$ cat src/rtl/taillight_ctrl.sv
// ---------------------------------------------------------------------------
// taillight_ctrl
//   Sequencer in front of taillight_FSM. Conditions the four raw dash switches
//   (2-flop sync + debounce), generates the blink step strobe, and picks the
//   single command (left/right/bk/haz) taillight_FSM sees on each step. Turn
//   sweep changes wait for a frame boundary so a running sweep is never cut.
//
// Ports
//   clk, rst_n                      clock (rising), async active-low reset
//   left_sw/right_sw/bk_sw/haz_sw   raw switches, asynchronous to clk
//   step                            one-cycle strobe every DIV cycles
//   left/right/bk/haz               registered commands, change on steps only
//   frame_start                     pulse on a step where phase wraps to 0
//                                   and the new mode is not OFF
//   phase                           current sweep phase 0..FRAME-1
// ---------------------------------------------------------------------------
module taillight_ctrl #(
    parameter int DIV       = 12_500_000,
    parameter int DB_CYCLES = 250_000,
    parameter int FRAME     = 4
) (
    input  logic       clk,
    input  logic       rst_n,
    input  logic       left_sw,
    input  logic       right_sw,
    input  logic       bk_sw,
    input  logic       haz_sw,
    output logic       step,
    output logic       left,
    output logic       right,
    output logic       bk,
    output logic       haz,
    output logic       frame_start,
    output logic [1:0] phase
);
    localparam int PCW = (DIV > 1) ? $clog2(DIV) : 1;
    localparam int DCW = $clog2(DB_CYCLES + 1);

    typedef enum logic [2:0] {
        M_OFF, M_LEFT, M_RIGHT, M_BRAKE, M_LBK, M_RBK, M_HAZ
    } mode_t;

    // switch bit order: {haz, bk, right, left}
    logic [3:0]          w_raw;
    logic [3:0]          r_sync1, r_sync2, r_deb;
    logic [3:0][DCW-1:0] r_dbcnt;
    logic [PCW-1:0]      r_cnt;
    mode_t               r_mode, w_req, w_nxt_mode;
    logic [1:0]          r_phase, w_nxt_phase, w_adv;
    logic [3:0]          r_cmd, w_nxt_cmd;
    logic                w_toggle;

    assign w_raw = {haz_sw, bk_sw, right_sw, left_sw};

    // ---------------- input conditioning ----------------
    always_ff @(posedge clk or negedge rst_n) begin
        if (!rst_n) begin
            r_sync1 <= '0;
            r_sync2 <= '0;
            r_deb   <= '0;
            r_dbcnt <= '0;
        end else begin
            r_sync1 <= w_raw;
            r_sync2 <= r_sync1;
            for (int i = 0; i < 4; i++) begin
                // any agreement restarts the stability count
                if (r_sync2[i] == r_deb[i]) begin
                    r_dbcnt[i] <= '0;
                end else if (r_dbcnt[i] == DCW'(DB_CYCLES - 1)) begin
                    r_deb[i]   <= ~r_deb[i];
                    r_dbcnt[i] <= '0;
                end else begin
                    r_dbcnt[i] <= r_dbcnt[i] + 1'b1;
                end
            end
        end
    end

    // ---------------- prescaler ----------------
    always_ff @(posedge clk or negedge rst_n) begin
        if (!rst_n)    r_cnt <= '0;
        else if (step) r_cnt <= '0;
        else           r_cnt <= r_cnt + 1'b1;
    end

    assign step = (r_cnt == PCW'(DIV - 1));

    // ---------------- request resolve ----------------
    always_comb begin
        w_req = M_OFF;
        if (r_deb[3])                 w_req = M_HAZ;
        else if (r_deb[0] & r_deb[1]) w_req = r_deb[2] ? M_BRAKE : M_OFF;
        else if (r_deb[0] & r_deb[2]) w_req = M_LBK;
        else if (r_deb[1] & r_deb[2]) w_req = M_RBK;
        else if (r_deb[0])            w_req = M_LEFT;
        else if (r_deb[1])            w_req = M_RIGHT;
        else if (r_deb[2])            w_req = M_BRAKE;
    end

    // ---------------- mode / phase next state ----------------
    always_comb begin
        w_nxt_mode  = r_mode;
        w_nxt_phase = r_phase;
        w_adv       = (r_phase == 2'(FRAME - 1)) ? 2'd0 : r_phase + 2'd1;
        // adding or dropping brake keeps the sweep direction, so no restart
        w_toggle    = ((r_mode == M_LEFT)  && (w_req == M_LBK))  ||
                      ((r_mode == M_LBK)   && (w_req == M_LEFT)) ||
                      ((r_mode == M_RIGHT) && (w_req == M_RBK))  ||
                      ((r_mode == M_RBK)   && (w_req == M_RIGHT));
        if (w_req == r_mode) begin
            // idle stays parked at phase 0
            w_nxt_phase = (r_mode == M_OFF) ? 2'd0 : w_adv;
        end else if ((w_req == M_HAZ) || (r_mode inside {M_OFF, M_BRAKE, M_HAZ})) begin
            w_nxt_mode  = w_req;
            w_nxt_phase = 2'd0;
        end else if (w_toggle) begin
            w_nxt_mode  = w_req;
            w_nxt_phase = w_adv;
        end else if (r_phase == 2'(FRAME - 1)) begin
            // deferred turn change lands on the frame boundary
            w_nxt_mode  = w_req;
            w_nxt_phase = 2'd0;
        end else begin
            w_nxt_phase = w_adv;
        end
    end

    // command decode {haz, bk, right, left}
    always_comb begin
        w_nxt_cmd = 4'b0000;
        case (w_nxt_mode)
            M_LEFT:  w_nxt_cmd = 4'b0001;
            M_RIGHT: w_nxt_cmd = 4'b0010;
            M_BRAKE: w_nxt_cmd = 4'b0100;
            M_LBK:   w_nxt_cmd = 4'b0101;
            M_RBK:   w_nxt_cmd = 4'b0110;
            M_HAZ:   w_nxt_cmd = 4'b1000;
            default: w_nxt_cmd = 4'b0000;
        endcase
    end

    always_ff @(posedge clk or negedge rst_n) begin
        if (!rst_n) begin
            r_mode  <= M_OFF;
            r_phase <= 2'd0;
            r_cmd   <= 4'b0000;
        end else if (step) begin
            r_mode  <= w_nxt_mode;
            r_phase <= w_nxt_phase;
            r_cmd   <= w_nxt_cmd;
        end
    end

    assign frame_start = step && (w_nxt_phase == 2'd0) && (w_nxt_mode != M_OFF);
    assign {haz, bk, right, left} = r_cmd;
    assign phase = r_phase;

endmodule

$ cat config.mk
export PLATFORM = sky130hd
export DESIGN_NAME = taillight_ctrl
export DESIGN_NICKNAME = d
export VERILOG_FILES = /design/src/rtl/taillight_ctrl.sv
export SDC_FILE = /design/constraint.sdc
export NUM_CORES = 1
export LEC_CHECK = 0
export CAP_MARGIN = 20
export CORE_AREA = 5 5 102 199
export CTS_CLUSTER_DIAMETER = 60
export CTS_CLUSTER_SIZE = 12
export DETAILED_ROUTE_END_ITERATION = 8
export DIE_AREA = 0 0 107 204
export HOLD_SLACK_MARGIN = 0.05
export PLACE_DENSITY = 0.44
export SYNTH_ARGS = -nofsm -noshare
export SYNTH_HDL_FRONTEND = slang
export SYNTH_SLANG_ARGS = --single-unit
$ cat constraint.sdc
create_clock -name clk -period 2.6 [get_ports clk]
set_input_delay 0.26 -clock clk [delete_from_list [all_inputs] [get_ports clk]]
set_output_delay 0.26 -clock clk [all_outputs]
set_load 0.005 [all_outputs]
==> results.cfg <==
[worst_setup_path]
worst-r2r-cell-count = 6
path_buf_inv = 1
cp.arrival_ps = 2490
cp-start-kind = register
critical_path.max_fanout = 4
crit_cells = 6
cp-startpoint = r_deb[0]
crit_type = reg2out
rrSetupSlack_ps = 210
critical-path-top-delay-family = simple AND/OR/NAND/NOR gates
setup.worst_path.end = frame_start
cp.required_ps = 2340
timing.rr.start = r_deb[0]
crit_slowest_cell = or4_4
path_cells = and3_4 -> or4_4 -> a2111o_1 -> and2_4 -> o221a_4 -> buf_6
slowest_delay_ps = 530
cp-end-kind = output port
r2r-end = r_mode[1]

[detailed_routing]
routed_wl_um = 13000
num_vias = 4366
drcViolationCount = 0
drt_iter0_markers = 128
avgViaCountPerCell = 5.02
ant_nets = 0
drt_pass1_iterations = 4
wl_per_cell_um = 15.0

[die]
start_util = 0.311
dieArea_mm2 = 0.0218
die_h_um = 204
num_rows = 71
die_x_um = 107
io_pins = 14
core_area_mm2 = 0.0187

[timing]
setup_ws_ps = -146
relSlewSlack = 0.479
hold_violations = 0
rsz0062_at_grt = true
finalSetupTns_ps = -146
max_freq_mhz = 364
post-route-min-period_ps = 2750
slew_viol_final = 0
setup-violations-final = 1
worstMarginPinSlew_ps = 774
period_share = 1.06
hold_slack_ps = 283
fin_worst_skew_ps = 8.48

[clock_network]
cts.sinks = 117
clk-insertion-delay-late_ps = 410
cts_tree = yes
clkTransAtPathRegs_ps = 60
cts_buffers = 17
cts_max_path_buffers = 2
cts_max_level = 4
clockRootBuffer = clkbuf_16

[placed_design]
gp_congestion = 0.817
place_area_mm2 = 0.00632
dpl.cell_count = 835
hpwl_um = 9150
portBuffers = 13

[final_layout]
regArea_mm2 = 0.00293
fillers = 1900
drive_gt1_frac = 0.142
syn2layout_area_growth_pct = 20.6
layout.nets = 651
fin_area_mm2 = 0.00700
n_antenna_cell = 0
instances_no_fill = 869
multi_input_area_mm2 = 0.00278

[synth]
synthesis.instances = 600
synthesis.area_mm2 = 0.00581
synthFlopType = dfrtp_1
yosys_warnings = 0
yosys_register_bits = 117
synth.avg_cell_area_um2 = 9.68
synth_cell_types = 47
synth-seq-area-share = 0.504
async_reset_ff_frac = 1.00
synth-edff-count = 0
synth_fp_nets = 613

[hold_path]
hold_path_class = in2reg

[outcome]
violations = negative setup slack
outcome = finished with violations

[global_route]
grt_util_all_layers = 0.131
grt_pass1_vias = 4635
grt_overflow = 0
grt_pass1_wl_um = 22400
grt_max_degree = 52
antenna_found_initial = 0

[power]
p_leak_nw = 2.85
power.density_mw_per_mm2 = 612
total_power_mw = 4.28
worst_ir_drop_vdd_mv = 0.365

[job]
maxCapViolCount = 0
final cells by class:
cell class | instances | area share
clock buffer | 21 | 0.0629
multi-input combinational | 440 | 0.397
sequential | 117 | 0.419
inverter | 18 | 0.00965
clock inverter | 10 | 0.0189
timing repair buffer | 44 | 0.0543
tap | 219 | 0.0391
cells in the mapped netlist (4+ instances only):
cell / instances / area share
nand4_1: 16 / 0.017
ha_1: 7 / 0.015
nor4_1: 20 / 0.022
nor3_1: 23 / 0.020
nand3_1: 34 / 0.029
or2_2: 8 / 0.0086
and2_1: 5 / 0.0054
buf_1: 4 / 0.0026
a21oi_1: 8 / 0.0069
nor4b_1: 4 / 0.0060
nor2_1: 102 / 0.066
o21ai_0: 11 / 0.0095
xnor2_1: 61 / 0.092
clkbuf_1: 17 / 0.011
or3_1: 6 / 0.0065
nand2_1: 47 / 0.030
and4_1: 9 / 0.014
inv_1: 18 / 0.012
mux2_2: 6 / 0.012
and3_1: 8 / 0.0086
dfrtp_1: 117 / 0.50
nand2b_1: 4 / 0.0043
xor2_1: 28 / 0.042
sequential cells by signal, summed over array words and instances, names as in the netlist:
name and cells:
phase 2, r_sync1 4, r_mode 3, r_deb 4
r_cnt 24, r_dbcnt 72, r_sync2 4, r_cmd 4
cells in the final DEF (no fill, tap or decap), types with 3 or more instances in the layout:
| cell type | synthesis | layout |
|---|---|---|
| nor2_1 | 102 | 102 |
| nand3_1 | 34 | 34 |
| or2_2 | 8 | 8 |
| xor2_1 | 28 | 28 |
| clkbuf_1 | 17 | 4 |
| clkinv_2 | 0 | 4 |
| and3_1 | 8 | 8 |
| dfrtp_1 | 117 | 115 |
| nand2b_1 | 4 | 4 |
| bufinv_16 | 0 | 3 |
| ha_1 | 7 | 5 |
| inv_1 | 18 | 18 |
| clkbuf_16 | 0 | 17 |
| mux2_2 | 6 | 6 |
| nand4_1 | 16 | 16 |
| clkinvlp_4 | 0 | 3 |
| nor4b_1 | 4 | 4 |
| xnor2_1 | 61 | 61 |
| and2_1 | 5 | 4 |
| nor3_1 | 23 | 21 |
| and4_1 | 9 | 9 |
| clkdlybuf4s50_1 | 0 | 11 |
| a21oi_1 | 8 | 8 |
| nand3b_1 | 3 | 3 |
| o21ai_0 | 11 | 11 |
| nor4_1 | 20 | 19 |
| buf_4 | 0 | 29 |
| or3_1 | 6 | 6 |
| nand2_1 | 47 | 47 |
stage by stage:
| stage | util | setup slack, ps |
|---|---|---|
| 2_1_floorplan | - | 207 |
| 3_3_place_gp | 0.339 | -139 |
| 4_1_cts | 0.372 | -206 |
| 6_report | 0.375 | -146 |
| 3_5_place_dp | 0.339 | -159 |
| 5_1_grt | 0.375 | -235 |
how the worst min path moves through the flow:
stage,to,startpoint,cells after the start,slack (ps)
finish,r_sync1[3],haz_sw,1,280
floorplan,phase[0],rst_n,0,-40
global placement,r_sync2[3],r_sync1[3],0,340
detailed placement,r_sync2[0],r_sync1[0],0,330
CTS,r_sync1[3],haz_sw,1,260
global route,r_sync1[3],haz_sw,1,270
routing by layer:
layer / vias to the layer above / wire, um / GRT usage
met5: - / 0 / 0
met4: 0 / 343 / 0.0654
met3: 20 / 294 / 0.0310
met2: 47 / 7430 / 0.247
met1: 2169 / 4960 / 0.131
li1: 2130 / - / -
logic make-up after synthesis:
family,Yosys count,synth area share
AO/OA/AOI/OAI,36,0.0429
buffers and inverters,43,0.0308
AND/OR/NAND/NOR,302,0.261
flip-flops,117,0.504
multiplexers,6,0.0116
XOR/XNOR,89,0.134
adder cells (fa/ha/maj),7,0.0151
power breakdown:
part           leakage, nW  switching [mW]  internal [mW]
registers             1.59          0.0188           1.84
logic                0.985          0.0716         0.0319
clock network        0.273           0.824           1.49
total                 2.85           0.914           3.37
what timing repair did:
action,in CTS,in global routing
hold endpoints to repair,48,0
setup buffers,0,2
hold buffers,1,0
pin swaps,6,2
gates resized for setup,14,8
endpoints found under the setup margin,2,2
No activity file was read; power rests on OpenSTA's default activity.
